===== src/rtl/rb_ctrl.sv =====
// Row-buffer sequencing controller: steps column/row/bank counters on each
// accepted pixel and flags when the BRAM outputs plus the incoming pixel form a full column.
module rb_ctrl #(
    parameter int IMG_W  = 512,
    parameter int IMG_H  = 512,
    parameter int ROWS   = 5,
    parameter int ADDR_W = 9,
    parameter int ROW_W  = 9,
    localparam int NB    = ROWS - 1,
    localparam int SEL_W = (NB > 1) ? $clog2(NB) : 1
) (
    input  logic              clk,
    input  logic              rst_n,
    input  logic              start,
    input  logic              pix_valid,
    output logic              pix_ready,
    output logic              busy,
    output logic [ADDR_W-1:0] bram_addr,
    output logic [NB-1:0]     bram_we,
    output logic [SEL_W-1:0]  rot_sel,
    output logic              win_valid,
    output logic [ROW_W-1:0]  win_row,
    output logic [ADDR_W-1:0] win_col,
    output logic              complete
);

    typedef enum logic [1:0] {
        IDLE = 2'd0,
        RUN  = 2'd1,
        DONE = 2'd2
    } state_t;

    localparam logic [ADDR_W-1:0] COL_LAST  = ADDR_W'(IMG_W - 1);
    localparam logic [ROW_W-1:0]  ROW_LAST  = ROW_W'(IMG_H - 1);
    localparam logic [ROW_W-1:0]  ROW_WIN   = ROW_W'(ROWS - 1);
    localparam logic [SEL_W-1:0]  BANK_LAST = SEL_W'(NB - 1);

    state_t             state_q, state_d;
    logic [ADDR_W-1:0]  col_q, col_d;
    logic [ROW_W-1:0]   row_q, row_d;
    logic [SEL_W-1:0]   bank_q, bank_d;
    logic               win_valid_q, win_valid_d;
    logic [SEL_W-1:0]   rot_q, rot_d;
    logic [ROW_W-1:0]   win_row_q, win_row_d;
    logic [ADDR_W-1:0]  win_col_q, win_col_d;
    logic               accept;

    assign accept = pix_valid && (state_q == RUN);

    always_comb begin
        state_d = state_q;
        col_d   = col_q;
        row_d   = row_q;
        bank_d  = bank_q;
        case (state_q)
            IDLE: begin
                if (start) begin
                    state_d = RUN;
                    col_d   = '0;
                    row_d   = '0;
                    bank_d  = '0;
                end
            end
            RUN: begin
                if (accept) begin
                    if (col_q == COL_LAST) begin
                        col_d = '0;
                        row_d = row_q + ROW_W'(1);
                        // explicit wrap: bank count need not be a power of two
                        bank_d = (bank_q == BANK_LAST) ? '0 : bank_q + SEL_W'(1);
                        if (row_q == ROW_LAST) begin
                            state_d = DONE;
                        end
                    end else begin
                        col_d = col_q + ADDR_W'(1);
                    end
                end
            end
            DONE: begin
                state_d = IDLE;
            end
            default: begin
                state_d = IDLE;
            end
        endcase
    end

    always_comb begin
        win_valid_d = accept && (row_q >= ROW_WIN);
        rot_d       = rot_q;
        win_row_d   = win_row_q;
        win_col_d   = win_col_q;
        if (win_valid_d) begin
            rot_d     = bank_q;
            win_row_d = row_q;
            win_col_d = col_q;
        end
    end

    always_ff @(posedge clk or negedge rst_n) begin
        if (!rst_n) begin
            state_q     <= IDLE;
            col_q       <= '0;
            row_q       <= '0;
            bank_q      <= '0;
            win_valid_q <= 1'b0;
            rot_q       <= '0;
            win_row_q   <= '0;
            win_col_q   <= '0;
        end else begin
            state_q     <= state_d;
            col_q       <= col_d;
            row_q       <= row_d;
            bank_q      <= bank_d;
            win_valid_q <= win_valid_d;
            rot_q       <= rot_d;
            win_row_q   <= win_row_d;
            win_col_q   <= win_col_d;
        end
    end

    assign pix_ready = (state_q == RUN);
    assign busy      = (state_q != IDLE);
    assign complete  = (state_q == DONE);
    assign bram_addr = col_q;
    assign bram_we   = accept ? (NB'(1) << bank_q) : '0;
    assign win_valid = win_valid_q;
    assign rot_sel   = rot_q;
    assign win_row   = win_row_q;
    assign win_col   = win_col_q;

endmodule


===== config.mk =====
export PLATFORM = sky130hd
export DESIGN_NAME = rb_ctrl
export DESIGN_NICKNAME = d
export VERILOG_FILES = /design/src/rtl/rb_ctrl.sv
export SDC_FILE = /design/constraint.sdc
export NUM_CORES = 1
export LEC_CHECK = 0
export BUFFER_PORTS_ARGS = -buffer_cell sky130_fd_sc_hd__buf_2
export CORE_UTILIZATION = 55
export DETAILED_ROUTE_END_ITERATION = 8
export PLACE_DENSITY = 0.79
export SYNTH_ARGS = -nofsm -noshare
export SYNTH_HDL_FRONTEND = slang
export SYNTH_SLANG_ARGS = --single-unit

===== constraint.sdc =====
create_clock -name clk -period 2.09 [get_ports clk]
set_clock_uncertainty 0.05 [all_clocks]
set_input_delay 0.418 -clock clk [delete_from_list [all_inputs] [get_ports clk]]
set_output_delay 0.418 -clock clk [all_outputs]
set_load 0.05 [all_outputs]

Word-level counts from Yosys, hierarchy flattened:

Cells that the tools add are included.

* bits in registers: 43
* bits in latches: 0
* memory bits (writable): 0
* ROM bits: 0
* input port bits: 4
* output and inout port bits: 37
* logic and storage cells: 48
* memories kept: 0

* add/sub/neg operators: 3
* multiply operators: 0
* divide/modulo/power cells: 0
* order comparisons: 1
* equal/unequal tests: 9
* shifts and indexed selects: 1
* multiplexer cells: 18
* bitwise logic cells: 0
* reduce and logical (&&, ||, !) cells: 8

Operators with widths (count)
* two-way mux 9 bit: 5
* case mux 9 bit (2 select lines): 2
* adder 9 x 1 -> 9 bit, second input constant: 2
* equality test 9 bit, second input constant: 2
* two-way mux 2 bit: 8
* >= comparator 9 x 3 -> 1 bit, second input constant: 1
* case mux 2 bit (2 select lines): 2
* AND reduction 4 bit: 2
* inequality test 2 x 1 -> 1 bit, second input constant: 3
* equality test 2 bit, second input constant: 2
* two-way mux 4 bit: 1
* nonzero test 2 bit: 2
* left shift 1 x 2 -> 4 bit, first input constant: 1
* AND reduction 3 bit: 1
* adder 2 x 1 -> 2 bit, second input constant: 1
* equality test 2 x 1 -> 1 bit, second input constant: 1
* logical AND 1 bit: 2
* zero test 2 bit: 1
* inequality test 2 bit, second input constant: 1

Logic depth before layout (Yosys ltp):

* depth after elaboration: 5
* depth in mapped cells: 8

Worst setup path before layout:

Ideal clock, no wire load.

* path type: reg2reg
* start: register col_q[0], in the netlist bram_addr[0]
* end: register row_q[7]
* setup time: 79 ps
* data arrival time: 2146 ps
* data required time: 1961 ps
* path slack: -185 ps
* stages on the path, launching flop included: 9
* path through: dfrtp_1 > ha_1 > nand3_1 > nor2_1 > ha_1 > nand4b_4 > buf_6 > a211oi_2 > mux2i_1

* cells in the longest elaborated chain, start to end: 3

Ends and longest elaborated chain
* start: declaration: RTL line 39 `logic [ADDR_W-1:0] col_q, col_d;`
* start signal: assignment: RTL line 112 `col_q <= col_d;`
* equality test 9 bit: RTL line 66 `if (col_q == COL_LAST) begin`
* inequality test 2 x 1 -> 1 bit (no source line)
* AND reduction 4 bit (no source line)
* end signal: assignment: RTL line 113 `row_q <= row_d;`
* end: declaration: RTL line 40 `logic [ROW_W-1:0] row_q, row_d;`

No other way between the ends.
A chain may end at the register's enable or synchronous reset.

Worst setup path after layout:

* start: register col_q[1], in the netlist bram_addr[1]
* end: register row_q[4]

Same word-level chain as after synthesis.

==> reports/results.tsv <==
stage	metric	value	unit
critical_path	critPathCapture	row_q[4]	
synthesis	ys.flop_type	dfrtp_1	
timing	post-route-min-period	2.05	ns
power	power_density	1100	nW/um^2
status	status	completed	
cts	cts_buffers	5	
global_route	grt_first_pass_wirelength	7450	um
critical_path	crit_required	2.28	ns
floorplanning	fp.dieH	66.7	um
cts	htreeDepth	2	
cts	cts_sinks	43	
timing	fin_ws	0.0381	ns
global_route	track_usage	0.226	
placed_design	dpl_worst_slack	0.0303	ns
synthesis	ys_warn_count	0	
drt	vias	1674	
synthesis	synth-async-reset-ratio	1.00	
critical_path	rrSetupSlack	0.04	ns
cts	clockBufferDepth	2	
synthesis	synth_seq_cells	43	
cells_and_area	multi_input_area	1110	sq um
timing	max_freq	0.487	GHz
global_route	grt_start_max_net_pins	32	
timing	period_share	0.982	
placed_design	dp_hpwl	3140	um
critical_path	cp-startpoint	bram_addr[1]	
synthesis	synth.net_count	209	
drt	vias_per_cell	5.60	
power	fin_total_pwr	0.00298	W
synthesis	netlist_area	2300	sq um
floorplanning	die_w	66.7	um
critical_path	r2r_cells	7	
timing	worst_pin_slew	0.989	ns
placed_design	place_congestion	0.787	
global_route	gr-total-overflow	0	
critical_path	crit_path_start_kind	flop	
floorplanning	num_io_pins	41	
floorplanning	coreArea	4000	sq um
cells_and_area	drive_above_1_share	0.410	
global_route	grt_pass1_vias	1587	
placed_design	port_buffers	40	
drt	drt_iter0_drc	89	
synthesis	syn_inst	195	
timing	tns	0	ns
critical_path	critPathArrivalTime	2.25	ns
drt	routed_wl	4750	um
floorplanning	std_cell_rows	23	
cells_and_area	final_util	0.679	
flow_run	max_cap_viol_count	0	
timing	hold_ws	0.0986	ns
cells_and_area	layout.nets	262	
cts	clkLatencyLatePin	0.30	ns
min_path	min_path_type	primary input to asynchronous set/reset pin	
cells_and_area	n_fill_cell	302	
drt	drt-pass1-iter-count	4	
global_route	antenna_found_initial	0	
floorplanning	start_util	0.575	
critical_path	reg2reg_to	row_q[4]	
timing	timing.final.max_slew_violations	0	
critical_path	end_kind	flop	
cts	ctsHoldBuffers	0	
critical_path	timing.rr.start	bram_addr[1]	
cts	root_buffer	clkbuf_8	
critical_path	cp_max_fo	8	
cts	cts_tree	built	
synthesis	synth_cell_types	41	
drt	wl_per_cell	15.9	um
synthesis	synth_edf_count	0	
power	vdd_drop_max	0.000628	V
critical_path	critPathKind	flop to flop	
cts	cts.reportedPaths.clkPinSlew	0.09	ns
synthesis	syn_avg_cell_area	11.8	sq um
synthesis	ys_seq_area_frac	0.468	
timing	hold_viol	0	
cells_and_area	antenna_cells	0	
drt	detail-route-antenna-nets	0	
timing	max-slew-margin-rel	0.322	
timing	finalSetupViolations	0	
drt	drc_errors	0	
power	p_leak	1.38	nW
floorplanning	die_area	4440	sq um
cells_and_area	syn2layout_area_growth	18.1	%
cells_and_area	seq_area	1080	sq um
[worst min path at each step]
stage / from / to / slack (ns) / cells past startpoint
final: rst_n / win_row[4] / 0.1 / 1
after global routing: rst_n / win_row[3] / 0.14 / 1
after CTS: rst_n / win_row[4] / 0.12 / 1
after detailed placement: win_col[2] / win_col[2] / 0.44 / 1
after global placement: rst_n / win_row[5] / 0.44 / 1
after floorplan: rst_n / bank_q[0] / 0.07 / 0
[layout make-up]
class | count | share of cell area
Clock buffer | 6 | 0.0304
Clock inverter | 2 | 0.00599
Inverter | 12 | 0.0166
Multi-Input combinational cell | 130 | 0.408
Sequential cell | 43 | 0.398
Tap cell | 50 | 0.0230
Timing Repair Buffer | 56 | 0.118
[what timing repair did]
item | 4_1_cts | 5_1_grt
pin swaps | 0 | 0
setup endpoints to repair | 3 | 10
gates resized for setup | 1 | 3
cloned | 0 | 1
setup buffers | 0 | 4
[Yosys cell counts (all sizes together), types with 3 or more instances]
cell	count	area share
a211oi	3	0.016
dfrtp	43	0.47
nor3	3	0.0065
nand4b	3	0.024
inv	12	0.020
a21oi	6	0.015
o21ai	9	0.020
o31ai	4	0.013
ha	10	0.054
buf	10	0.041
nand4	3	0.0082
o211ai	3	0.0098
and3	4	0.011
nand2	17	0.028
mux2i	5	0.022
nand3	12	0.026
or4	6	0.020
mux2	18	0.12
[worst max-delay path: stages, from the launching register on]
cell and delay (ns):
dfrtp_2 0.42, ha_2 0.22, nand3_1 0.08, nor2_1 0.15
ha_2 0.25, nand4b_4 0.19, or4_1 0.54, nand2_1 0.10
[sequential cells by signal, indices dropped and copies added (netlist names)]
signal	flops
row_q	9
win_col	9
bram_addr	9
win_valid	1
win_row	9
state_q	2
bank_q	2
rot_sel	2
[metal layers]
metal  GRT usage  up-vias  share of wire
li1            -      805              -
met1       0.300      816           0.48
met2       0.356       46           0.47
met3      0.0582        7          0.041
met4      0.0798        0          0.014
met5           0        -              0
[cells by family (layout without fill, tap and decap cells)]
| kind of cell | Yosys count | after routing | synth area share |
|---|---|---|---|
| simple gates | 66 | 67 | 0.188 |
| fa+ha+maj | 10 | 10 | 0.0544 |
| buf+inv | 23 | 76 | 0.0620 |
| mux | 23 | 23 | 0.138 |
| compound gates | 30 | 30 | 0.0903 |
| flops | 43 | 43 | 0.468 |
[power breakdown]
group	switching [W]	internal (W)
combinational	0.000870	0.000399
clock	0.000297	0.000270
sequential	0.000135	0.00101
[cell usage in the layout (no fill, tap or decap), types with 2 or more instances in the layout]
master / instances
inv_1: 12
or4_1: 6
o22ai_1: 2
ha_1: 8
a21oi_1: 5
o21ai_0: 9
dfrtp_1: 39
buf_4: 16
nand4b_4: 2
nand2_1: 17
nor2_1: 2
a21o_1: 2
nand3_1: 12
o211ai_1: 3
dfrtp_2: 4
ha_2: 2
nor3b_1: 2
a211oi_2: 3
and3_1: 4
mux2i_1: 5
nor3_1: 3
mux2_4: 17
nand4_1: 3
clkbuf_8: 6
o31ai_1: 4
buf_2: 40
nand2b_1: 2
[per-stage QoR]
| stage | area [sq um] | cells |
|---|---|---|
| floorplan | 2300 | 195 |
| global placement | 2560 | 286 |
| detailed placement | 2560 | 286 |
| CTS | 2660 | 294 |
| finish | 2720 | 299 |
| global route | 2720 | 299 |
No activity file was read; power rests on OpenSTA's default activity.
